## src/rtl/uart_autobaud_pkg.sv

```systemverilog
// Shared types and helpers for the UART auto-baud meter.
package uart_autobaud_pkg;

  typedef enum logic [2:0] {
    S_IDLE,
    S_ARMED,
    S_LOW,
    S_HIGH,
    S_DONE,
    S_LOCK
  } state_t;

  function automatic int unsigned log2(input int unsigned v);
    int unsigned r;
    r = 0;
    for (int unsigned p = 1; p < v; p = p << 1) r++;
    return r;
  endfunction

  localparam int unsigned DEF_CNT_W   = 16;
  localparam int unsigned DEF_NB_MEAS = 4;
  localparam int unsigned MEAS_SH     = log2(DEF_NB_MEAS);
  localparam int unsigned ACC_W       = DEF_CNT_W + MEAS_SH;

endpackage

```

## src/rtl/uart_autobaud_meter_if.sv

```systemverilog
// Control/result bundle between the auto-baud meter and the UART cores.
interface uart_autobaud_meter_if #(
  parameter int unsigned CNT_W      = 16,
  parameter int unsigned PRESCALE_W = 4
);
  logic [PRESCALE_W-1:0] prescale;
  logic                  relearn;
  logic [CNT_W-1:0]      baud_div;
  logic                  baud_valid;
  logic                  meas_err;
  logic                  busy;

  modport master (output prescale, relearn,
                  input  baud_div, baud_valid, meas_err, busy);
  modport slave  (input  prescale, relearn,
                  output baud_div, baud_valid, meas_err, busy);
endinterface

```

## src/rtl/uart_rx_edge_sync.sv

```systemverilog
// RX synchroniser and rise/fall pulse generation.
// UART_AUTOBAUD_GLITCH_FILTER_EN adds a 3-sample majority filter (1 cycle latency).
module uart_rx_edge_sync #(
  parameter int unsigned SYNC_STAGES = 2
) (
  input  logic clk_ref,
  input  logic rst,
  input  logic rx_i,
  output logic rx_lvl,
  output logic rise,
  output logic fall
);
  logic [SYNC_STAGES-1:0] sync_q;
  logic                   rx_s;
  logic                   lvl_q;

  always_ff @(posedge clk_ref or posedge rst) begin
    if (rst) sync_q <= '1;
    else     sync_q <= {sync_q[SYNC_STAGES-2:0], rx_i};
  end

  assign rx_s = sync_q[SYNC_STAGES-1];

`ifdef UART_AUTOBAUD_GLITCH_FILTER_EN
  logic [1:0] hist_q;

  always_ff @(posedge clk_ref or posedge rst) begin
    if (rst) hist_q <= '1;
    else     hist_q <= {hist_q[0], rx_s};
  end

  assign rx_lvl = (rx_s & hist_q[0]) | (rx_s & hist_q[1]) | (hist_q[0] & hist_q[1]);
`else
  assign rx_lvl = rx_s;
`endif

  always_ff @(posedge clk_ref or posedge rst) begin
    if (rst) lvl_q <= 1'b1;
    else     lvl_q <= rx_lvl;
  end

  assign rise = rx_lvl & ~lvl_q;
  assign fall = ~rx_lvl & lvl_q;
endmodule

```

## src/rtl/uart_autobaud_meter.sv

```systemverilog
// Auto-baud meter: times NB_MEAS low pulses of a 0x55 sync char and locks a rounded mean divisor.
// Optional UART_AUTOBAUD_GLITCH_FILTER_EN majority filter lives in uart_rx_edge_sync.
module uart_autobaud_meter #(
  parameter int unsigned CNT_W       = 16,
  parameter int unsigned PRESCALE_W  = 4,
  parameter int unsigned NB_MEAS     = 4,
  parameter int unsigned MIN_CNT     = 4,
  parameter int unsigned IDLE_TICKS  = 16,
  parameter int unsigned SYNC_STAGES = 2
) (
  input  logic                  clk_ref,
  input  logic                  rst,
  input  logic                  rx_i,
  uart_autobaud_meter_if.slave  bus
);
  import uart_autobaud_pkg::*;

  localparam int unsigned SHIFT     = log2(NB_MEAS);
  localparam int unsigned ACC_WIDTH = CNT_W + SHIFT;
  localparam int unsigned IDX_W     = (SHIFT == 0) ? 1 : SHIFT;

  localparam logic [CNT_W-1:0]     MIN_C    = CNT_W'(MIN_CNT);
  localparam logic [CNT_W-1:0]     IDLE_C   = CNT_W'(IDLE_TICKS);
  localparam logic [IDX_W-1:0]     LAST_IDX = IDX_W'(NB_MEAS - 1);
  localparam logic [ACC_WIDTH-1:0] HALF     = ACC_WIDTH'(NB_MEAS / 2);

  logic                  rx_lvl, rise, fall;
  state_t                state_q, state_d;
  logic [CNT_W-1:0]      cnt_q, cnt_d, cnt_inc, meas;
  logic [ACC_WIDTH-1:0]  acc_q, acc_d, acc_rnd;
  logic [IDX_W-1:0]      idx_q, idx_d;
  logic [PRESCALE_W-1:0] pre_cnt_q, pre_lim_q;
  logic [CNT_W-1:0]      div_q;
  logic                  err_q, err_d, div_ld;
  logic                  tick, cnt_sat, restart;

  uart_rx_edge_sync #(.SYNC_STAGES(SYNC_STAGES)) u_edge (
    .clk_ref (clk_ref),
    .rst     (rst),
    .rx_i    (rx_i),
    .rx_lvl  (rx_lvl),
    .rise    (rise),
    .fall    (fall)
  );

  assign tick    = (pre_cnt_q == pre_lim_q);
  assign cnt_sat = (cnt_q == '1);
  assign cnt_inc = cnt_sat ? cnt_q : cnt_q + 1'b1;
  // Tick on the closing edge's own cycle is part of the pulse just ended.
  assign meas    = tick ? cnt_inc : cnt_q;
  assign acc_rnd = acc_q + HALF;
  assign restart = rise | fall | bus.relearn | (state_d != state_q);

  always_comb begin
    state_d = state_q;
    cnt_d   = cnt_q;
    acc_d   = acc_q;
    idx_d   = idx_q;
    err_d   = 1'b0;
    div_ld  = 1'b0;
    if (bus.relearn) begin
      state_d = S_IDLE;
      cnt_d   = '0;
      acc_d   = '0;
      idx_d   = '0;
    end else begin
      case (state_q)
        S_IDLE: begin
          if (!rx_lvl) cnt_d = '0;
          else if (cnt_q == IDLE_C) begin
            state_d = S_ARMED;
            cnt_d   = '0;
          end else if (tick) cnt_d = cnt_inc;
        end
        S_ARMED: begin
          if (fall) begin
            state_d = S_LOW;
            cnt_d   = '0;
          end
        end
        S_LOW, S_HIGH: begin
          if (cnt_sat) begin
            err_d   = 1'b1;
            state_d = S_IDLE;
            cnt_d   = '0;
            acc_d   = '0;
            idx_d   = '0;
          end else if (state_q == S_HIGH && fall) begin
            state_d = S_LOW;
            cnt_d   = '0;
          end else if (state_q == S_LOW && rise) begin
            cnt_d = '0;
            if (meas < MIN_C) state_d = S_ARMED;
            else begin
              acc_d = acc_q + ACC_WIDTH'(meas);
              if (idx_q == LAST_IDX) state_d = S_DONE;
              else begin
                idx_d   = idx_q + 1'b1;
                state_d = S_HIGH;
              end
            end
          end else if (tick) cnt_d = cnt_inc;
        end
        S_DONE: begin
          div_ld  = 1'b1;
          state_d = S_LOCK;
          cnt_d   = '0;
        end
        S_LOCK: ;
        default: state_d = S_IDLE;
      endcase
    end
  end

  always_ff @(posedge clk_ref or posedge rst) begin
    if (rst) begin
      state_q   <= S_IDLE;
      cnt_q     <= '0;
      acc_q     <= '0;
      idx_q     <= '0;
      err_q     <= 1'b0;
      div_q     <= '0;
      pre_cnt_q <= '0;
      pre_lim_q <= '0;
    end else begin
      state_q <= state_d;
      cnt_q   <= cnt_d;
      acc_q   <= acc_d;
      idx_q   <= idx_d;
      err_q   <= err_d;
      if (div_ld) div_q <= CNT_W'(acc_rnd >> SHIFT);
      // A new prescale value is only picked up when the prescaler restarts.
      if (restart) begin
        pre_cnt_q <= '0;
        pre_lim_q <= bus.prescale;
      end else if (tick) pre_cnt_q <= '0;
      else               pre_cnt_q <= pre_cnt_q + 1'b1;
    end
  end

  assign bus.baud_div   = div_q;
  assign bus.baud_valid = (state_q == S_LOCK);
  assign bus.meas_err   = err_q;
  assign bus.busy       = (state_q == S_ARMED) || (state_q == S_LOW) || (state_q == S_HIGH);
endmodule
```

## src/flat_wrapper.sv

```systemverilog
// flat-port wrapper written by rule: the top's interface ports become plain ports
module uart_autobaud_meter_flat import uart_autobaud_pkg::*;
#(
  parameter int unsigned CNT_W       = 16,
  parameter int unsigned PRESCALE_W  = 4,
  parameter int unsigned NB_MEAS     = 4,
  parameter int unsigned MIN_CNT     = 4,
  parameter int unsigned IDLE_TICKS  = 16,
  parameter int unsigned SYNC_STAGES = 2
)
  (clk_ref, rst, rx_i, bus_prescale, bus_relearn, bus_baud_div, bus_baud_valid, bus_meas_err, bus_busy);
  uart_autobaud_meter_if #(.CNT_W(CNT_W), .PRESCALE_W(PRESCALE_W)) bus_i ();
  input  logic clk_ref;
  input  logic rst;
  input  logic rx_i;
  input wire logic [$bits(bus_i.prescale)-1:0] bus_prescale;
  input wire logic [$bits(bus_i.relearn)-1:0] bus_relearn;
  output wire logic [$bits(bus_i.baud_div)-1:0] bus_baud_div;
  output wire logic [$bits(bus_i.baud_valid)-1:0] bus_baud_valid;
  output wire logic [$bits(bus_i.meas_err)-1:0] bus_meas_err;
  output wire logic [$bits(bus_i.busy)-1:0] bus_busy;
  assign bus_i.prescale = bus_prescale;
  assign bus_i.relearn = bus_relearn;
  assign bus_baud_div = bus_i.baud_div;
  assign bus_baud_valid = bus_i.baud_valid;
  assign bus_meas_err = bus_i.meas_err;
  assign bus_busy = bus_i.busy;
  uart_autobaud_meter #(.CNT_W(CNT_W), .PRESCALE_W(PRESCALE_W), .NB_MEAS(NB_MEAS), .MIN_CNT(MIN_CNT), .IDLE_TICKS(IDLE_TICKS), .SYNC_STAGES(SYNC_STAGES)) u_core (.clk_ref(clk_ref), .rst(rst), .rx_i(rx_i), .bus(bus_i));
endmodule
```

## config.mk

```make
export PLATFORM = sky130hd
export DESIGN_NAME = uart_autobaud_meter_flat
export DESIGN_NICKNAME = d
export VERILOG_FILES = /design/src/rtl/uart_autobaud_pkg.sv /design/src/rtl/uart_autobaud_meter_if.sv /design/src/rtl/uart_rx_edge_sync.sv /design/src/rtl/uart_autobaud_meter.sv /design/src/flat_wrapper.sv
export SDC_FILE = /design/constraint.sdc
export NUM_CORES = 1
export LEC_CHECK = 0
export ABC_AREA = 1
export CORE_UTILIZATION = 55
export DETAILED_ROUTE_END_ITERATION = 7
export GPL_TIMING_DRIVEN = 0
export PLACE_DENSITY = 0.77
export RECOVER_POWER = 25
export SLEW_MARGIN = 20
export SYNTH_ARGS = -nofsm -noshare
export SYNTH_HDL_FRONTEND = slang
export SYNTH_SLANG_ARGS = --single-unit
```

## constraint.sdc

```tcl
create_clock -name clk_ref -period 3 [get_ports clk_ref]
set_input_delay 0.45 -clock clk_ref [delete_from_list [all_inputs] [get_ports clk_ref]]
set_output_delay 0.45 -clock clk_ref [all_outputs]
set_load 0.01 [all_outputs]
```

==> metrics.md, run 1 <==
| Metric | Value |
|---|---|
| Status | `finished with violations` |
| Failing checks | `max-capacitance violations, max-slew violations, negative setup slack` |
| CTS Hold Bufs | `0` |
| Crit path time final | `3.175 ns` |
| # H-tree levels | `3` |
| Die ar. | `0.008816 mm2` |
| Root Buffer | `clkbuf_8` |
| CP delay by family, top | `simple AND/OR/NAND/NOR gates` |
| Final Skew | `0.01114 ns` |
| Number of I/O pins | `27` |
| Final clock period utilization by the worst path | `1.058` |
| Synthesized netlist cell count | `644` |
| Crit-path slowest cell | `dfrtp_2` |
| Critical-path cell list | `ha_4, nand3_4, inv_2, nand2_4, nor2_4, nor2_4, buf_6, buf_6, nand3_2, nand2_2, inv_2, ha_4, a21o_1, nand3_2, nand2_2, nand2_1, o211ai_1, a31oi_2, o21bai_1, nand3_1, a21oi_2, o22ai_1` |
| Setup Viol. Count Final | `8` |
| Critical path arrival | `3.38 ns` |
| Drt initial violations | `449` |
| HP Class | `reg -> reg` |
| Area grow syn2layout | `26.89%` |
| Vias per cell | `5.620` |
| Net count after synthesis | `676` |
| Synthesized cell area | `0.004644 mm2` |
| Leak pwr | `2.709 nW` |
| Max_cap viols | `1` |
| Clock Tree Buf Depth | `2` |
| Largest stage delay, worst path | `0.43 ns` |
| Post-synth top cells | `172 x nand2_1, 81 x inv_1, 64 x dfrtp_1, 58 x nor2_1, 39 x nand3_1` |
| Die Width | `93.90 um` |
| Vias in the first global route | `4196` |
| Initial antenna violation count | `0` |
| Rel. slew slack | `-0.01430` |
| CP startpoint kind | `register` |
| DR vias | `4642` |
| Synth cell types | `42` |
| Post-synthesis async set-or-reset flop share | `1.000` |
| DR WL/cell | `15.47 um` |
| Peak supply drop | `377.2 uV` |
| Clock slew at reported path FFs | `0.08 ns` |
| IO buf count | `26` |
| CP max FO | `4` |
| Final Hold Viols | `0` |
| Worst EP required | `3.20 ns` |
| Post-layout nets | `749` |
| All-Layer GR Usage | `0.2861` |
| Crit end category | `register` |
| Area contributors post-synth | `dfrtp_1 34%, nand2_1 14%, inv_1 6.5%, ha_1 6.2%, nor2_1 4.7%` |
| Post-DRT Antenna Nets | `0` |
| CTS tree | `yes` |
| Bufs and invs on worst path | `4` |
| Layout cells sized above 1 | `0.2302` |
| Initial Util | `0.5681` |
| Final WL | `12.78 mm` |
| Most common cell in the netlist | `nand2_1` |
| Clk_lat worst skew | `0.35 ns` |
| PwrDens | `393.8 mW/mm2` |
| RSZ-0062 raised after global routing | `true` |
| Global-route wire length before repair | `19.55 mm` |
| Die Ht | `93.90 um` |
| Largest net degree at the start of global routing | `35` |
| Post-synthesis sequential area ratio | `0.3618` |
| Syn. warnings | `0` |
| Register bit total from synthesis | `67` |
| N_diodes | `0` |
| Core area | `0.008175 mm2` |
| PnR worst setup slack | `-0.1751 ns` |
| Worst Path Class, Setup | `reg -> reg` |
| Setup WS pre-CTS | `-0.3815 ns` |
| Post-layout util | `0.7208` |
| Post-synth EDFFs | `0` |
| Detailed placer's ending HPWL | `8.507 mm` |
| Drt pass-1 iters | `5` |
| Top cell type by total area after synthesis | `dfrtp_1` |
| Synth Flop Type | `dfrtp_1` |
| Synth top area share | `0.3448` |
| Fmax | `0.3149 GHz` |
| DRC | `0` |
| Total grt overflow | `0` |
| GP Congestion | `0.8903` |
| Max Slew Vio Count | `34` |
| Avg Cell Area, Syn | `7.212 um2` |
| Slew @ Worst Pin | `1.513 ns` |
| CTS Sinks | `67` |
| CTS buffer count | `9` |
| Row count | `33` |
through the flow:
step | power, mW | TNS, ns | instance area (um2) | std cells | hold slack (ns)
finish | 2.321 | -0.7160 | 5893 | 826 | 0.3629
floorplan | 1.355 | 0 | 4666 | 644 | 0.3452
detailed placement | 1.482 | -2.448 | 5080 | 776 | 0.3485
global route | 2.423 | -2.105 | 5893 | 826 | 0.3649
CTS | 2.260 | -0.08180 | 5519 | 808 | 0.3589
global placement | 1.461 | -21.70 | 5057 | 775 | 0.3481
cell type report:
type                       count  area, um2
buffer                        10      46.29
clock buffer                  10      127.6
clock inverter                 5      55.05
fill                         656       2282
inverter                      88      339.1
multi-input combinational    479       2940
sequential                    67       1690
tap                          105      131.4
timing repair buffer          62      563.0
layout by cell type, fill, tap and decap left out, types with 4 or more instances in the layout:
cell	instances
buf_4	32
inv_1	77
nand2_1	157
ha_1	11
o21ai_0	26
xnor2_1	5
nor4_1	4
dfrtp_2	8
o22ai_1	21
nand4_1	7
clkdlybuf4s50_1	24
nand3_2	10
a21oi_2	8
nor2_1	52
inv_2	8
clkbuf_1	9
nor2_2	11
nand3_1	34
nor3_1	11
ha_4	8
nand2_2	23
nand2_4	4
ha_2	4
a21oi_1	19
dfrtp_1	56
o21ai_1	7
o21ai_2	4
clkbuf_8	9
xor2_1	16
nor2_4	5
cells by family (layout without fill, tap and decap cells):
| group | after synthesis | count (layout) | share of synthesized area |
|---|---|---|---|
| flops | 67 | 67 | 0.3618 |
| xor+xnor | 23 | 23 | 0.04337 |
| fa+ha+maj | 24 | 24 | 0.06627 |
| compound gates | 107 | 107 | 0.1342 |
| buf+inv | 98 | 175 | 0.08136 |
| simple gates | 325 | 325 | 0.3130 |
routing by layer:
layer  global-route usage  vias up  routed length, um  share of wire
li1                     -     2261                  -              -
met1               0.3997     2185               5748           0.45
met2               0.4501      167               6116           0.48
met4               0.1090        0                286          0.022
met3              0.03722       29                625          0.049
met5                    0        -                  0              0
worst register-to-register path, cell delays in order (launching register included):
cell,delay (ns)
dfrtp_2,0.43
ha_4,0.18
nand3_4,0.09
inv_2,0.05
nand2_4,0.08
nor2_4,0.05
nor2_4,0.20
buf_6,0.16
buf_6,0.09
nand3_2,0.06
nand2_2,0.10
inv_2,0.05
ha_4,0.29
a21o_1,0.16
nand3_2,0.08
nand2_2,0.08
nand2_1,0.05
o211ai_1,0.12
a31oi_2,0.09
o21bai_1,0.21
nand3_1,0.17
a21oi_2,0.16
o22ai_1,0.09
power by group:
group	switching (mW)	internal (mW)	total (mW)
registers	0.0654	0.965	1.03
logic	0.330	0.214	0.544
clock network	0.369	0.377	0.746
sequential cells by signal, indices dropped and copies added, names as in the netlist:
register and flops:
u_core.idx_q 2, u_core.acc_q 18, u_core.state_q 3, u_core.u_edge.lvl_q 1, u_core.bus.meas_err 1, u_core.cnt_q 16
u_core.u_edge.sync_q 2, u_core.bus.baud_div 16, u_core.pre_cnt_q 4, u_core.pre_lim_q 4
path summary, 6_finish.rpt:
check | start | endpoint | slack, ns | cells after the start
setup / recovery | u_core.cnt_q[0] | u_core.acc_q[15] | -0.18 | 22
hold / removal | u_core.u_edge.sync_q[0] | u_core.u_edge.sync_q[1] | 0.36 | 0
setup reg to reg | u_core.cnt_q[0] | u_core.acc_q[15] | -0.18 | 22
hold reg to reg | u_core.u_edge.sync_q[0] | u_core.u_edge.sync_q[1] | 0.36 | 0
max in group asynchronous | rst | u_core.cnt_q[13] | 1.30 | 3
min in group asynchronous | rst | u_core.bus.baud_div[0] | 0.91 | 2
repair_timing:
action                     4_1_cts  5_1_grt
setup endpoints to repair       11       11
resized for setup               34       61
buffers inserted                17       19
pin swaps                       17       33
(Power assumes the default switching activity.)
==> inputs of run 2 (changes only) <==
--- a/config.mk
+++ b/config.mk
@@ -9,9 +9,9 @@
 export CORE_UTILIZATION = 55
 export DETAILED_ROUTE_END_ITERATION = 7
 export GPL_TIMING_DRIVEN = 0
-export PLACE_DENSITY = 0.77
+export PLACE_DENSITY_LB_ADDON = 0.08
 export RECOVER_POWER = 25
-export SLEW_MARGIN = 20
+export SLEW_MARGIN = 5
 export SYNTH_ARGS = -nofsm -noshare
 export SYNTH_HDL_FRONTEND = slang
 export SYNTH_SLANG_ARGS = --single-unit
==> run 2 against run 1 <==
Effect of this change: combinational power decreased by 3%; critical path depth decreased by 3; critical endpoint is now u_core.acc_q[10]; via count decreased by 0.50%; die area unchanged; highest routed layer unchanged; core utilization decreased by 1.8 points; wire length decreased by 2.3%; the flow finishes with violations (negative setup slack).
==> metrics.md, run 2 (synthesis gave the netlist of run 1 again) <==
| Metric | Value |
|---|---|
| Status | `finished with violations` |
| Failing checks | `negative setup slack` |
| Die ar. | `0.008816 mm2 (unchanged)` |
| CTS Sinks | `67 (unchanged)` |
| Hold Path Stages | `0 (unchanged)` |
| Die Width | `93.90 um (unchanged)` |
| Total power | `2.359 mW (+1.6%)` |
| Worst Path Class, Setup | `reg -> reg` |
| Final Skew | `0.01657 ns (+0.005427 ns)` |
| Peak supply drop | `315.8 uV (-16%)` |
| Setup Viol. Count Final | `4 (-4)` |
| Bufs and invs on worst path | `1 (-3)` |
| Area grow syn2layout | `23.71%` |
| Initial antenna violation count | `0 (unchanged)` |
| N_diodes | `0 (unchanged)` |
| Largest net degree at the start of global routing | `68 (+94%)` |
| CP startpoint kind | `register` |
| CP max FO | `3 (-1)` |
| IO buf count | `26 (unchanged)` |
| CTS tree | `yes` |
| GP Congestion | `0.9212 (+3.5%)` |
| R2R cell count | `19 (-14%)` |
| Clock power frac | `0.339 (+0.018)` |
| PnR worst setup slack | `-0.09147 ns (+0.08366 ns)` |
| Root Buffer | `clkbuf_8` |
| Drt pass-1 iters | `5 (unchanged)` |
| Post-DRT Antenna Nets | `0 (unchanged)` |
| Final instance area | `0.005746 mm2 (-2.5%)` |
| PwrDens | `410.5 mW/mm2 (+4.3%)` |
| Global-route wire length before repair | `19.70 mm (+0.74%)` |
| CP delay by family, top | `simple AND/OR/NAND/NOR gates` |
| DR WL/cell | `15.20 um (-1.7%)` |
| Reg-to-reg startpoint | `u_core.pre_lim_q[2]` |
| Layout cells sized above 1 | `0.1983 (-0.03191)` |
| Post-layout nets | `743 (-0.80%)` |
| Max_cap viols | `0 (-1)` |
| Die Ht | `93.90 um (unchanged)` |
| Drt initial violations | `363 (-19%)` |
| Core area | `0.008175 mm2 (unchanged)` |
| DRC | `0 (unchanged)` |
| All-Layer GR Usage | `0.2898 (+0.003651)` |
| Detailed placer's ending HPWL | `8.453 mm (-0.63%)` |
| Most repeated library cell on the critical path | `nand2_1` |
| CTS buffer count | `9 (unchanged)` |
| RSZ-0062 raised after global routing | `true` |
| WHS Endpoint | `u_core.u_edge.sync_q[1]` |
| Crit-path slowest cell | `dfrtp_1` |
| Slew @ Worst Pin | `1.459 ns (-0.05446 ns)` |
| Flop-to-flop setup slack | `-0.09 ns (+0.08 ns)` |
| R2R Path End | `u_core.acc_q[10]` |
| Net Sw Frac | `0.3278 (-0.001768)` |
| Worst EP required | `3.22 ns (+0.02 ns)` |
| # H-tree levels | `3 (unchanged)` |
| Commonest non-fill, non-tap cell in the layout | `nand2_1` |
| Clock Tree Buf Depth | `2 (unchanged)` |
| Psw | `0.7732 mW (+1.1%)` |
| Crit end category | `register` |
| Initial Util | `0.5681 (unchanged)` |
| Final Hold Viols | `0 (unchanged)` |
| Number of I/O pins | `27 (unchanged)` |
| Max FFs per register | `18 (unchanged)` |
| Worst hold start | `u_core.u_edge.sync_q[0]` |
| Final WL | `12.48 mm (-2.3%)` |
| Largest stage delay, worst path | `0.43 ns (about the same)` |
| Most frequent cells in the layout | `163 x nand2_1, 74 x inv_1, 61 x dfrtp_1` |
| Total grt overflow | `0 (unchanged)` |
| Sequential Power Share | `0.437 (-0.007)` |
| Placed cell area | `0.005060 mm2 (-0.39%)` |
| Max Slew Vio Count | `0 (-100%)` |
| Fmax | `0.3235 GHz (+2.7%)` |
| Row count | `33 (unchanged)` |
| HP Class | `reg -> reg` |
| Internal power | `1.585 mW (+1.9%)` |
| DR vias | `4619 (-0.50%)` |
| Vias per cell | `5.626 (+0.11%)` |
| Crit path time final | `3.091 ns (-0.08366 ns)` |
| Clock slew at reported path FFs | `0.08 ns (about the same)` |
| Comb power frac | `0.224 (-0.011)` |
| Number of cells after detailed placement | `775 (-0.13%)` |
| Critical path arrival | `3.31 ns (-0.07 ns)` |
| Critical-path cell list | `xor2_1, nor2_2, nand2_4, nor2_4, xor2_4, ha_4, inv_2, fa_2, o21ai_2, nand2_1, nand2_1, a21oi_2, nor2_1, o21ai_1, nand2_1, nand2_2, a21oi_2, xnor2_1, o22ai_1` |
| Layout Cells excl Fill | `821 (-0.61%)` |
| Top reg by flops | `u_core.acc_q` |
| Leak pwr | `2.661 nW (-1.8%)` |
| Rel. slew slack | `0.02756 (+0.04185)` |
| Clk_lat worst skew | `0.36 ns (about the same)` |
| Vias in the first global route | `4247 (+1.2%)` |
| Final clock period utilization by the worst path | `1.030 (-0.02789)` |
run 2: cell types whose count changed in the layout (fill, tap and decap cells not counted), moves of 3 or more:
cell	delta
buf_4	-3
dfrtp_1	+5
dfrtp_2	-5
ha_1	+3
ha_2	-4
inv_1	-3
inv_2	+5
nand2_1	+6
nand2_2	-4
run 2: worst register-to-register path: stages, from the launching register on:
cell and delay, ns:
dfrtp_1 0.43, xor2_1 0.19, nor2_2 0.16, nand2_4 0.08, nor2_4 0.22, xor2_4 0.21, ha_4 0.16, inv_2 0.03
fa_2 0.35, o21ai_2 0.15, nand2_1 0.08, nand2_1 0.08, a21oi_2 0.06, nor2_1 0.15, o21ai_1 0.08, nand2_1 0.10
nand2_2 0.07, a21oi_2 0.13, xnor2_1 0.14, o22ai_1 0.09
run 2: layout make-up:
| cell class | count | area [um2] |
|---|---|---|
| Clock buffer | 11 | 141.4 |
| Multi-Input combinational cell | 479 | 2856 |
| Timing Repair Buffer | 56 | 489.2 |
| Fill cell | 672 | 2430 |
| Clock inverter | 5 | 61.31 |
| Sequential cell | 67 | 1684 |
| Inverter | 88 | 335.3 |
| Buffer | 10 | 46.29 |
| Tap cell | 105 | 131.4 |
run 2: power groups by stage:
stage                     Combinational [mW]  Sequential [mW]  Clock, mW
after floorplan                        0.328             1.03          0
after global placement                 0.421             1.04          0
after detailed placement               0.438             1.04          0
after CTS                              0.478             1.03      0.804
after global routing                   0.592             1.04      0.843
final                                  0.528             1.03      0.800
run 2: how the worst max path moves through the flow:
stage	startpoint	endpoint	cells past startpoint
after global routing	u_core.pre_lim_q[0]	u_core.acc_q[10]	21
after global placement	u_core.pre_lim_q[3]	u_core.acc_q[10]	19
after CTS	u_core.pre_cnt_q[2]	u_core.acc_q[10]	19
after floorplan	u_core.pre_lim_q[3]	u_core.acc_q[10]	19
after detailed placement	u_core.pre_cnt_q[0]	u_core.acc_q[10]	21
final	u_core.pre_lim_q[2]	u_core.acc_q[10]	19
run 2: timing repair:
action,in CTS,in global routing
resized for setup,31,41
hold buffers,0,0
pin swaps,14,17
endpoints found under the setup margin,12,10
setup buffers,17,14
run 2: per-layer routing:
layer  vias to the layer above  global-route usage  part of all wire
met3                        29             0.04773             0.056
met1                      2184              0.3898              0.46
met2                       162              0.4672              0.47
met4                         0              0.1090             0.020
met5                         -                   0                 0
li1                       2244                   -                 -
run 2: per-stage QoR:
stage / setup TNS [ns] / util / setup slack [ns] / hold slack [ns]
floorplan: 0 / - / 0.05671 / 0.3452
global placement: -22.82 / 0.6186 / -0.3614 / 0.3500
detailed placement: -2.652 / 0.6189 / -0.4274 / 0.3500
CTS: -0.07954 / 0.6740 / -0.06805 / 0.3641
global route: -1.737 / 0.7028 / -0.2748 / 0.3727
finish: -0.2502 / 0.7028 / -0.09147 / 0.3686
